**config.mk**
```make
export PLATFORM = sky130hd
export DESIGN_NAME = jtbubl_sdram_sched
export DESIGN_NICKNAME = d
export VERILOG_FILES = /design/src/rtl/jtbubl_sdram_pkg.sv /design/src/rtl/jtbubl_sdram_slot.sv /design/src/rtl/jtbubl_sdram_sched.sv
export SDC_FILE = /design/constraint.sdc
export NUM_CORES = 1
export LEC_CHECK = 0
export CORE_ASPECT_RATIO = 0.8
export CORE_MARGIN = 5
export CORE_UTILIZATION = 35
export DETAILED_ROUTE_END_ITERATION = 12
export PLACE_DENSITY = 0.66
export SLEW_MARGIN = 15
export SYNTH_ARGS = -nofsm -noshare
export SYNTH_HDL_FRONTEND = slang
export SYNTH_HIERARCHICAL = 1
export SYNTH_SLANG_ARGS = --single-unit
```
**constraint.sdc**
```tcl
create_clock -name clk -period 5.95 [get_ports clk]
set_clock_uncertainty 0.05 [all_clocks]
set_input_delay 1.19 -clock clk [delete_from_list [all_inputs] [get_ports clk]]
set_output_delay 1.19 -clock clk [all_outputs]
set_load 0.005 [all_outputs]
```
**src/rtl/jtbubl_sdram_pkg.sv**
```systemverilog
// Shared types and constants for the Bubble Bobble SDRAM read scheduler.
//   NSLOT      number of requesters sharing the SDRAM read port
//   SDRAM_AW   width of the 16-bit-word SDRAM address
//   slot_idx_t index of a requester slot
//   state_t    scheduler FSM state
package jtbubl_sdram_pkg;

  localparam int NSLOT    = 5;
  localparam int SDRAM_AW = 22;

  typedef logic [2:0] slot_idx_t;

  typedef enum logic [1:0] {
    IDLE,
    REQ,
    WAIT
  } state_t;

endpackage

```
**src/rtl/jtbubl_sdram_slot.sv**
```systemverilog
// One requester slot: a one-entry read cache plus address translation.
//   clk, rstn     system clock, async active-low reset
//   cs, addr      read request from the requester
//   grant         scheduler picked this slot; latch addr as the request address
//   fill          SDRAM data for this slot's request is on data_read
//   clr           drop the cached entry (download or loop reset)
//   data_read     SDRAM read data
//   ok, dout      cached data valid for the current addr / cached data
//   pending       request present and not served by the cache
//   sdram_addr    16-bit-word SDRAM address for the current addr
// DW = 8 selects a byte slot (byte picked by addr[0]); DW = 32 a word slot.
import jtbubl_sdram_pkg::*;

module jtbubl_sdram_slot #(
  parameter int                  AW     = 18,
  parameter int                  DW     = 8,
  parameter logic [SDRAM_AW-1:0] OFFSET = '0
) (
  input  logic                clk,
  input  logic                rstn,
  input  logic                cs,
  input  logic [AW-1:0]       addr,
  input  logic                grant,
  input  logic                fill,
  input  logic                clr,
  input  logic [31:0]         data_read,
  output logic                ok,
  output logic [DW-1:0]       dout,
  output logic                pending,
  output logic [SDRAM_AW-1:0] sdram_addr
);

  logic [AW-1:0] cache_addr;
  logic [AW-1:0] req_addr;
  logic [DW-1:0] cache_data;
  logic [DW-1:0] fill_data;
  logic          valid;
  logic          hit;

  assign hit     = valid && (cache_addr == addr);
  assign ok      = cs && hit;
  assign pending = cs && !hit;
  assign dout    = cache_data;

  generate
    if (DW == 8) begin : g_byte
      wire unused_hi = ^data_read[31:16];
      // byte lane follows the address that was actually requested, not the
      // current one, since the requester may have moved on
      assign fill_data  = req_addr[0] ? data_read[15:8] : data_read[7:0];
      assign sdram_addr = OFFSET + SDRAM_AW'(addr[AW-1:1]);
    end else begin : g_word
      assign fill_data  = data_read[DW-1:0];
      assign sdram_addr = OFFSET + SDRAM_AW'({addr, 1'b0});
    end
  endgenerate

  always_ff @(posedge clk or negedge rstn) begin
    if (!rstn) begin
      cache_addr <= '0;
      req_addr   <= '0;
      cache_data <= '0;
      valid      <= 1'b0;
    end else begin
      if (grant) req_addr <= addr;
      // an in-flight fill survives a concurrent flush
      if (fill) begin
        cache_addr <= req_addr;
        cache_data <= fill_data;
        valid      <= 1'b1;
      end else if (clr) begin
        valid <= 1'b0;
      end
    end
  end

endmodule

```
**src/rtl/jtbubl_sdram_sched.sv**
```systemverilog
// Five-requester SDRAM read scheduler (main, sub, MCU, sound, GFX).
//   clk, rstn                 system clock, async active-low reset
//   downloading               ROM download: blocks scheduling, flushes caches
//   loop_rst                  synchronous cache flush
//   slotN_cs/addr/ok/dout     requester ports, N = 0..4 (slot4 = 32-bit GFX)
//   sdram_req/addr/ack        request handshake to the SDRAM controller
//   data_rdy, data_read       read data return
//   refresh_en                controller may refresh (idle, nothing pending)
// Build option: JTBUBL_SDRAM_RR_EN selects round-robin arbitration;
// otherwise fixed priority slot4 > slot0 > slot1 > slot2 > slot3.
//
// state | meaning
// IDLE  | arbitrate among pending slots, launch a request
// REQ   | sdram_req/sdram_addr held until sdram_ack
// WAIT  | accepted, waiting for data_rdy to fill the granted slot
import jtbubl_sdram_pkg::*;

module jtbubl_sdram_sched #(
  parameter int                  SLOT0_AW     = 18,
  parameter int                  SLOT1_AW     = 15,
  parameter int                  SLOT2_AW     = 12,
  parameter int                  SLOT3_AW     = 15,
  parameter int                  SLOT4_AW     = 18,
  parameter logic [SDRAM_AW-1:0] SLOT0_OFFSET = 22'h0,
  parameter logic [SDRAM_AW-1:0] SLOT1_OFFSET = 22'h1_4000,
  parameter logic [SDRAM_AW-1:0] SLOT2_OFFSET = 22'h1_C000,
  parameter logic [SDRAM_AW-1:0] SLOT3_OFFSET = 22'h1_8000,
  parameter logic [SDRAM_AW-1:0] SLOT4_OFFSET = 22'h2_0000
) (
  input  logic                clk,
  input  logic                rstn,
  input  logic                downloading,
  input  logic                loop_rst,
  input  logic                slot0_cs,
  input  logic                slot1_cs,
  input  logic                slot2_cs,
  input  logic                slot3_cs,
  input  logic                slot4_cs,
  input  logic [SLOT0_AW-1:0] slot0_addr,
  input  logic [SLOT1_AW-1:0] slot1_addr,
  input  logic [SLOT2_AW-1:0] slot2_addr,
  input  logic [SLOT3_AW-1:0] slot3_addr,
  input  logic [SLOT4_AW-1:0] slot4_addr,
  output logic                slot0_ok,
  output logic                slot1_ok,
  output logic                slot2_ok,
  output logic                slot3_ok,
  output logic                slot4_ok,
  output logic [7:0]          slot0_dout,
  output logic [7:0]          slot1_dout,
  output logic [7:0]          slot2_dout,
  output logic [7:0]          slot3_dout,
  output logic [31:0]         slot4_dout,
  output logic                sdram_req,
  output logic [SDRAM_AW-1:0] sdram_addr,
  input  logic                sdram_ack,
  input  logic                data_rdy,
  input  logic [31:0]         data_read,
  output logic                refresh_en
);

  state_t              st, st_nxt;
  slot_idx_t           gnt, gnt_nxt, win;
  logic                req_nxt;
  logic [SDRAM_AW-1:0] addr_nxt;
  logic                grant, fill, clr;
  logic [NSLOT-1:0]    pending, grant_v, fill_v;
  logic [SDRAM_AW-1:0] slot_sa [NSLOT];

  assign clr = downloading || loop_rst;

  jtbubl_sdram_slot #(.AW(SLOT0_AW), .DW(8), .OFFSET(SLOT0_OFFSET)) u_slot0 (
    .clk, .rstn, .cs(slot0_cs), .addr(slot0_addr), .grant(grant_v[0]), .fill(fill_v[0]),
    .clr, .data_read, .ok(slot0_ok), .dout(slot0_dout), .pending(pending[0]),
    .sdram_addr(slot_sa[0]));
  jtbubl_sdram_slot #(.AW(SLOT1_AW), .DW(8), .OFFSET(SLOT1_OFFSET)) u_slot1 (
    .clk, .rstn, .cs(slot1_cs), .addr(slot1_addr), .grant(grant_v[1]), .fill(fill_v[1]),
    .clr, .data_read, .ok(slot1_ok), .dout(slot1_dout), .pending(pending[1]),
    .sdram_addr(slot_sa[1]));
  jtbubl_sdram_slot #(.AW(SLOT2_AW), .DW(8), .OFFSET(SLOT2_OFFSET)) u_slot2 (
    .clk, .rstn, .cs(slot2_cs), .addr(slot2_addr), .grant(grant_v[2]), .fill(fill_v[2]),
    .clr, .data_read, .ok(slot2_ok), .dout(slot2_dout), .pending(pending[2]),
    .sdram_addr(slot_sa[2]));
  jtbubl_sdram_slot #(.AW(SLOT3_AW), .DW(8), .OFFSET(SLOT3_OFFSET)) u_slot3 (
    .clk, .rstn, .cs(slot3_cs), .addr(slot3_addr), .grant(grant_v[3]), .fill(fill_v[3]),
    .clr, .data_read, .ok(slot3_ok), .dout(slot3_dout), .pending(pending[3]),
    .sdram_addr(slot_sa[3]));
  jtbubl_sdram_slot #(.AW(SLOT4_AW), .DW(32), .OFFSET(SLOT4_OFFSET)) u_slot4 (
    .clk, .rstn, .cs(slot4_cs), .addr(slot4_addr), .grant(grant_v[4]), .fill(fill_v[4]),
    .clr, .data_read, .ok(slot4_ok), .dout(slot4_dout), .pending(pending[4]),
    .sdram_addr(slot_sa[4]));

`ifdef JTBUBL_SDRAM_RR_EN
  slot_idx_t rr;

  // scan from the farthest slot towards rr+1 so the nearest pending one wins
  always_comb begin
    win = rr;
    for (int k = NSLOT; k >= 1; k--) begin
      if (pending[slot_idx_t'((int'(rr) + k) % NSLOT)])
        win = slot_idx_t'((int'(rr) + k) % NSLOT);
    end
  end

  always_ff @(posedge clk or negedge rstn) begin
    if (!rstn)      rr <= '0;
    else if (grant) rr <= win;
  end
`else
  always_comb begin
    win = '0;
    for (int k = 3; k >= 0; k--) begin
      if (pending[k]) win = slot_idx_t'(k);
    end
    if (pending[4]) win = 3'd4;
  end
`endif

  always_comb begin
    st_nxt   = st;
    gnt_nxt  = gnt;
    req_nxt  = sdram_req;
    addr_nxt = sdram_addr;
    grant    = 1'b0;
    fill     = 1'b0;
    if (downloading) begin
      st_nxt  = IDLE;
      req_nxt = 1'b0;
    end else begin
      unique case (st)
        IDLE: if (|pending) begin
          grant    = 1'b1;
          gnt_nxt  = win;
          addr_nxt = slot_sa[win];
          req_nxt  = 1'b1;
          st_nxt   = REQ;
        end
        REQ: if (sdram_ack) begin
          req_nxt = 1'b0;
          if (data_rdy) begin
            fill   = 1'b1;
            st_nxt = IDLE;
          end else begin
            st_nxt = WAIT;
          end
        end
        WAIT: if (data_rdy) begin
          fill   = 1'b1;
          st_nxt = IDLE;
        end
        default: st_nxt = IDLE;
      endcase
    end
    for (int i = 0; i < NSLOT; i++) begin
      grant_v[i] = grant && (win == slot_idx_t'(i));
      fill_v[i]  = fill && (gnt == slot_idx_t'(i));
    end
  end

  assign refresh_en = (st == IDLE) && !downloading && !(|pending);

  always_ff @(posedge clk or negedge rstn) begin
    if (!rstn) begin
      st         <= IDLE;
      gnt        <= '0;
      sdram_req  <= 1'b0;
      sdram_addr <= '0;
    end else begin
      st         <= st_nxt;
      gnt        <= gnt_nxt;
      sdram_req  <= req_nxt;
      sdram_addr <= addr_nxt;
    end
  end

endmodule

```
=== Word level (Yosys, flattened, before mapping) ===
Index checks and enable logic that the tools add are counted.

* Output and inout port bits: 93
* Bits in registers: 253
* Logic and storage cells: 132

* Bitwise gates (word level): 2
* Add/sub/neg operators: 4
* $lt $le $gt $ge: 1
* Reductions and logical operators: 48
* Mux-type cells: 35
* Equal/unequal tests: 18

{| class="wikitable"
|+ Operators by type and width
! cell !! count
|-
| binary-select mux 22 bit (select 3 bit) || 1
|-
| two-way mux 22 bit || 2
|-
| adder 17 x 14 -> 18 bit, first input constant || 2
|-
| == test 18 bit || 2
|-
| two-way mux 8 bit || 4
|-
| == test 15 bit || 2
|-
| logical AND 1 bit || 27
|-
| adder 18 x 19 -> 20 bit, first input constant || 1
|-
| adder 17 x 11 -> 18 bit, first input constant || 1
|-
| two-way mux 1 bit || 15
|-
| two-way mux 2 bit || 7
|-
| == test 12 bit || 1
|-
| == test 3 x 2 -> 1 bit, second input constant || 4
|-
| nonzero test 2 bit || 5
|-
| two-way mux 3 bit || 3
|-
| AND reduction 3 bit || 3
|-
| logical NOT 1 bit || 7
|-
| == test 3 x 1 -> 1 bit, second input constant || 2
|-
| == test 3 bit, second input constant || 2
|-
| logical NOT 3 bit || 2
|-
| inequality test 3 bit, second input constant || 2
|-
| one-hot mux 2 bit (3 select lines) || 1
|-
| OR reduction 5 bit || 1
|-
| >= comparator 4 bit, second input constant || 1
|-
| other kinds (9) || 10
|}

=== Logic depth before layout (Yosys ltp) ===
Gate-level depths: netlist of the first run.

* Depth after elaboration: 13
* Gate-level depth with buffers: 13

=== By module ===
The synthesis of the first run kept the hierarchy.

{| class="wikitable"
|+ By module, submodules not included
! module !! cells each !! instances !! seq. area each (µm²) !! area each (µm²)
|-
| jtbubl_sdram_slot (u_slot1 ...) || 148 || 2 || 975.9 || 1865.5
|-
| jtbubl_sdram_slot (u_slot4) || 195 || 1 || 1726.7 || 2912.8
|-
| jtbubl_sdram_sched || 299 || 1 || 700.7 || 2245.9
|-
| jtbubl_sdram_slot (u_slot0) || 163 || 1 || 1126.1 || 2104.5
|-
| jtbubl_sdram_slot (u_slot2) || 131 || 1 || 825.8 || 1606.5
|}

=== Worst setup path after synthesis of the first run ===
OpenSTA, ideal clock, no wires.

* Path type: input port to output port
* From: input port slot4_addr[7]
* To: output port refresh_en
* Stages on the path: 9
* Arrival time: 2.591 ns
* Buffers on the path: 2
* Path slack: 2.119 ns
* Path through: xnor2_1 > nand4_1 > nor4_1 > a21boi_0 > buf_2 > clkbuf_1 > nor3_1 > nand2_1 > nor2_1

* Word-level cells in the longest chain between the ends: 7

{| class="wikitable"
|+ Ends and longest elaborated chain
! what !! line !! source
|-
| from (decl) || jtbubl_sdram_sched.sv:43 || <nowiki>input logic [SLOT4_AW-1:0] slot4_addr,</nowiki>
|-
| == test 18 bit || jtbubl_sdram_slot.sv:40 || <nowiki>assign hit = valid && (cache_addr == addr);</nowiki>
|-
| logical AND 1 bit || jtbubl_sdram_slot.sv:40 ||
|-
| logical NOT 1 bit || jtbubl_sdram_slot.sv:42 || <nowiki>assign pending = cs && !hit;</nowiki>
|-
| logical AND 1 bit || jtbubl_sdram_slot.sv:42 ||
|-
| named net pending[4] || jtbubl_sdram_sched.sv:67 || <nowiki>logic [NSLOT-1:0] pending, grant_v, fill_v;</nowiki>
|-
| OR reduction 5 bit || jtbubl_sdram_sched.sv:160 || <nowiki>assign refresh_en = (st == IDLE) && !downloading && !(|pending);</nowiki>
|-
| logical NOT 1 bit || jtbubl_sdram_sched.sv:160 ||
|-
| logical AND 1 bit || jtbubl_sdram_sched.sv:160 ||
|-
| to (decl) || jtbubl_sdram_sched.sv:59 || <nowiki>output logic refresh_en</nowiki>
|}

The timed path passes the listed nets, and every way through them passes these cells.

=== Worst setup path in the final report of the first run ===
* From: input port slot0_addr[3]
* To: output port refresh_en

* Word-level cells in the longest chain between the ends: 7

{| class="wikitable"
|+ Ends and longest elaborated chain
! what !! line !! source
|-
| from (decl) || jtbubl_sdram_sched.sv:39 || <nowiki>input logic [SLOT0_AW-1:0] slot0_addr,</nowiki>
|-
| == test 18 bit || jtbubl_sdram_slot.sv:40 ||
|-
| logical AND 1 bit || jtbubl_sdram_slot.sv:40 ||
|-
| logical NOT 1 bit || jtbubl_sdram_slot.sv:42 ||
|-
| logical AND 1 bit || jtbubl_sdram_slot.sv:42 ||
|-
| named net pending[0] || jtbubl_sdram_sched.sv:67 ||
|-
| OR reduction 5 bit || jtbubl_sdram_sched.sv:160 ||
|-
| logical NOT 1 bit || jtbubl_sdram_sched.sv:160 ||
|-
| logical AND 1 bit || jtbubl_sdram_sched.sv:160 ||
|}

The timed path passes the listed nets, and every way through them passes these cells.

==> run_results.csv, run 1 <==
group,metric,value,unit
synthesis,ys_seq_area_share,50.2,%
finish,fin_nets,1330,
synthesis,synth_area,0.0126,mm2
synthesis,synthArstFlopShare,100,%
worst_setup_path,cp.arrival,3.92,ns
clocking,numCtsBuffers,28,
clocking,cts_sinks,253,
sta,post-route-period-util,86.6,%
die,core.rowCount,62,
pwr,p_total,5390,uW
die,dieWidth,222,um
placed_design,dp_hpwl,25700,um
clocking,cts_root_buf,"clkbuf_16",
finish,fin_area,0.0155,mm2
synthesis,synth_cell_types,45,
synthesis,synth.most_common_cell,"dfrtp_1",
clocking,cts_tree,"yes",
worst_setup_path,worstSetupPathType,"input pin to output port",
finish,fillers,3320,
global_route,grt_pass1_vias,8842,
route,vias,8508,
global_route,grt_max_degree,159,
synthesis,synth_edf_count,0,
clocking,cts_resized,0,
die,fp.dieH,180,um
route,wl_per_cell,20.7,um
clocking,clk_latency,0.56,ns
route,drtIter0Drc,550,
finish,multiInputGateArea,0.00526,mm2
synthesis,yosysWarnings,6,
synthesis,syn-mean-instance-area,11.6,um2
die,ios,214,
worst_setup_path,critPathCaptureType,"output port",
route,drc_errors,0,
sta,rsz0062_at_grt,"false",
clocking,htreeDepth,1,
global_route,grt-ovfl-total,0,
synthesis,yosysTopAreaCellShare,50.2,%
route,detail-route-antenna-nets,0,
worst_setup_path,critPathRequiredTime,4.71,ns
clocking,clk_pin_slew,0.06,ns
finish,layout.cells.non_filler,1707,
finish,ff_latch_area,0.00633,mm2
finish,diodes,0,
pwr,power_density,347,mW/mm2
synthesis,ys_ff_latch,253,
pwr,cellLeakagePower,0.00685,uW
sta,hold_violations,0,
status,status,"finished clean",
worst_hold_path,hp-class,"register to register",
route,finalWirelength,35400,um
sta,finalSetupViolCount,0,
synthesis,synth_cells,1084,
global_route,antenna_found_initial,4,
global_route,grt_pass1_wl,54200,um
clocking,clockBufferDepth,3,
sta,holdWs,0.427,ns
sta,maxSlewViolCount,0,
placed_design,placed_area,0.0145,mm2
worst_setup_path,startpoint,"slot0_addr[3]",
route,via_per_inst,4.98,
pwr,peakVddDrop,0.196,mV
sta,max_freq,0.194,GHz
finish,syn_to_final_growth,23.3,%
worst_setup_path,worst_setup_path_start_kind,"input pin",
sta,fin_setup_tns,0,ns
worst_setup_path,critical_path.max_fanout,4,
route,drt_first_pass_iters,7,
synthesis,synthTopCellsByArea,"dfrtp_1 (50%), mux2_2 (16%), buf_4 (6.5%), xnor2_1 (5.0%), a21oi_1 (4.6%)",
placed_design,portBuffers,213,
worst_setup_path,r2r_start,"u_slot0/cache_addr[17]",
placed_design,place_inst,1655,
flow_run,max_cap_violations,0,
worst_hold_path,min_from,"u_slot3/valid",
die,core,0.0358,mm2
clocking,post-cts-setup-buffer-count,0,
clocking,postCtsHoldBufs,0,
synthesis,netlist_top_cells_count,"dfrtp_1 (253), mux2_2 (177), a21oi_1 (116)",
sta,maxSlewHeadroom,22.5,%
global_route,grtUsageTotal,17.1,%
sta,period_needed,5.16,ns
finish,layout-drive-gt1-share,21.0,%
synthesis,synth.largest_area_cell,"dfrtp_1",
die,start_util,35.2,%
placed_design,place.gp.congestion,0.821,
synthesis,synth-main-ff-cell,"dfrtp_1",
die,dieArea,0.0399,mm2
sta,tightest_slew,1.16,ns
-- cell usage in the layout, fill, tap and decap left out, drive strengths merged, types with 2 or more instances in the layout --
cell | synthesis | final
a211oi | 2 | 2
a21boi | 3 | 3
a21o | 8 | 8
a21oi | 116 | 116
a221o | 19 | 19
and2 | 5 | 5
and3 | 23 | 23
buf | 147 | 22
bufinv | 0 | 4
clkbuf | 23 | 43
clkdlybuf4s50 | 0 | 212
clkinv | 0 | 2
clkinvlp | 0 | 2
conb | 8 | 35
dfrtp | 253 | 253
ha | 4 | 4
inv | 9 | 10
mux2 | 188 | 188
mux2i | 32 | 32
nand2 | 15 | 15
nand2b | 4 | 4
nand3 | 3 | 3
nand4 | 18 | 18
nor2 | 62 | 62
nor2b | 4 | 4
nor3 | 7 | 7
nor3b | 3 | 3
nor4 | 7 | 7
o21ai | 8 | 8
o22ai | 19 | 19
o2bb2ai | 2 | 2
o31ai | 3 | 3
or2 | 4 | 4
xnor2 | 72 | 72
xor2 | 6 | 6
-- worst max-delay path, cell delays in order --
cell and delay, ns:
clkdlybuf4s50_1 0.61, xnor2_1 0.16, nand4_1 0.12, nor4_1 0.30, a21boi_0 0.26, nor3_1 0.37, nand2_1 0.18, nor2_1 0.18
clkdlybuf4s50_1 0.53
-- routing by layer --
layer,GRT usage (%),up-vias,part of all wire (%)
met4,3.52,8,2.2
li1,-,3905,-
met1,24.1,4251,45
met5,0,-,0.18
met3,5.35,54,7.7
met2,26.2,290,45
-- logic make-up after synthesis --
| kind of cell | share of synthesized area [%] |
|---|---|
| mux | 19.3 |
| compound gates | 8.83 |
| xor+xnor | 5.42 |
| simple gates | 6.43 |
| fa+ha+maj | 0.397 |
| other cells | 0.238 |
| buf+inv | 9.10 |
| flops | 50.2 |
-- worst paths after layout --
| path | endpoint | slack, ns | depth (start not counted) |
|---|---|---|---|
| max in group asynchronous | u_slot4/dout[20] | 3.92 | 2 |
| min in group asynchronous | u_slot2/cache_addr[4] | 0.59 | 1 |
| hold / removal | u_slot3/valid | 0.43 | 1 |
| hold reg to reg | u_slot3/valid | 0.43 | 1 |
| setup reg to reg | sdram_addr[9] | 2.51 | 10 |
| setup / recovery | refresh_en | 0.79 | 9 |
-- layout make-up --
cell class              instances  area share (%)
multi-input cells             679            33.8
inverters                       9           0.217
repair buffers                234            14.9
clock buffers                  43            5.39
flip-flops and latches        253            40.8
well taps                     480            3.87
clock inverters                 9            1.08
-- registers in the layout (all words and copies together), names as in the netlist, 2 cells and up --
name and flops:
u_slot3/dout 8, u_slot4/cache_addr 18, u_slot0/req_addr 18, u_slot2/req_addr 12, u_slot4/dout 32, u_slot0/dout 8, gnt 3, u_slot0/cache_addr 18
u_slot1/req_addr 15, u_slot3/cache_addr 15, u_slot3/req_addr 15, st 2, u_slot1/dout 8, sdram_addr 22, u_slot4/req_addr 18, u_slot2/cache_addr 12
u_slot1/cache_addr 15, u_slot2/dout 8
-- per-stage QoR --
stage,utilization [%],setup WS (ns)
6_report,43.4,0.795
5_1_grt,43.4,0.643
4_1_cts,43.4,0.744
3_5_place_dp,40.6,0.744
3_3_place_gp,40.6,0.744
2_1_floorplan,-,2.12
-- power by group --
group	internal (uW)	total, uW	switching, uW
registers	2100	2360	262
clock network	1140	1860	718
logic	713	1170	455
(Power assumes the default switching activity.)
==> run 2, diff against run 1 <==
--- a/config.mk
+++ b/config.mk
@@ -5,6 +5,7 @@
 export SDC_FILE = /design/constraint.sdc
 export NUM_CORES = 1
 export LEC_CHECK = 0
+export CAP_MARGIN = 20
 export CORE_ASPECT_RATIO = 0.8
 export CORE_MARGIN = 5
 export CORE_UTILIZATION = 35
==> results of run 2 <==
No change in the layout: final DEF, timing and power equal those of run 1.
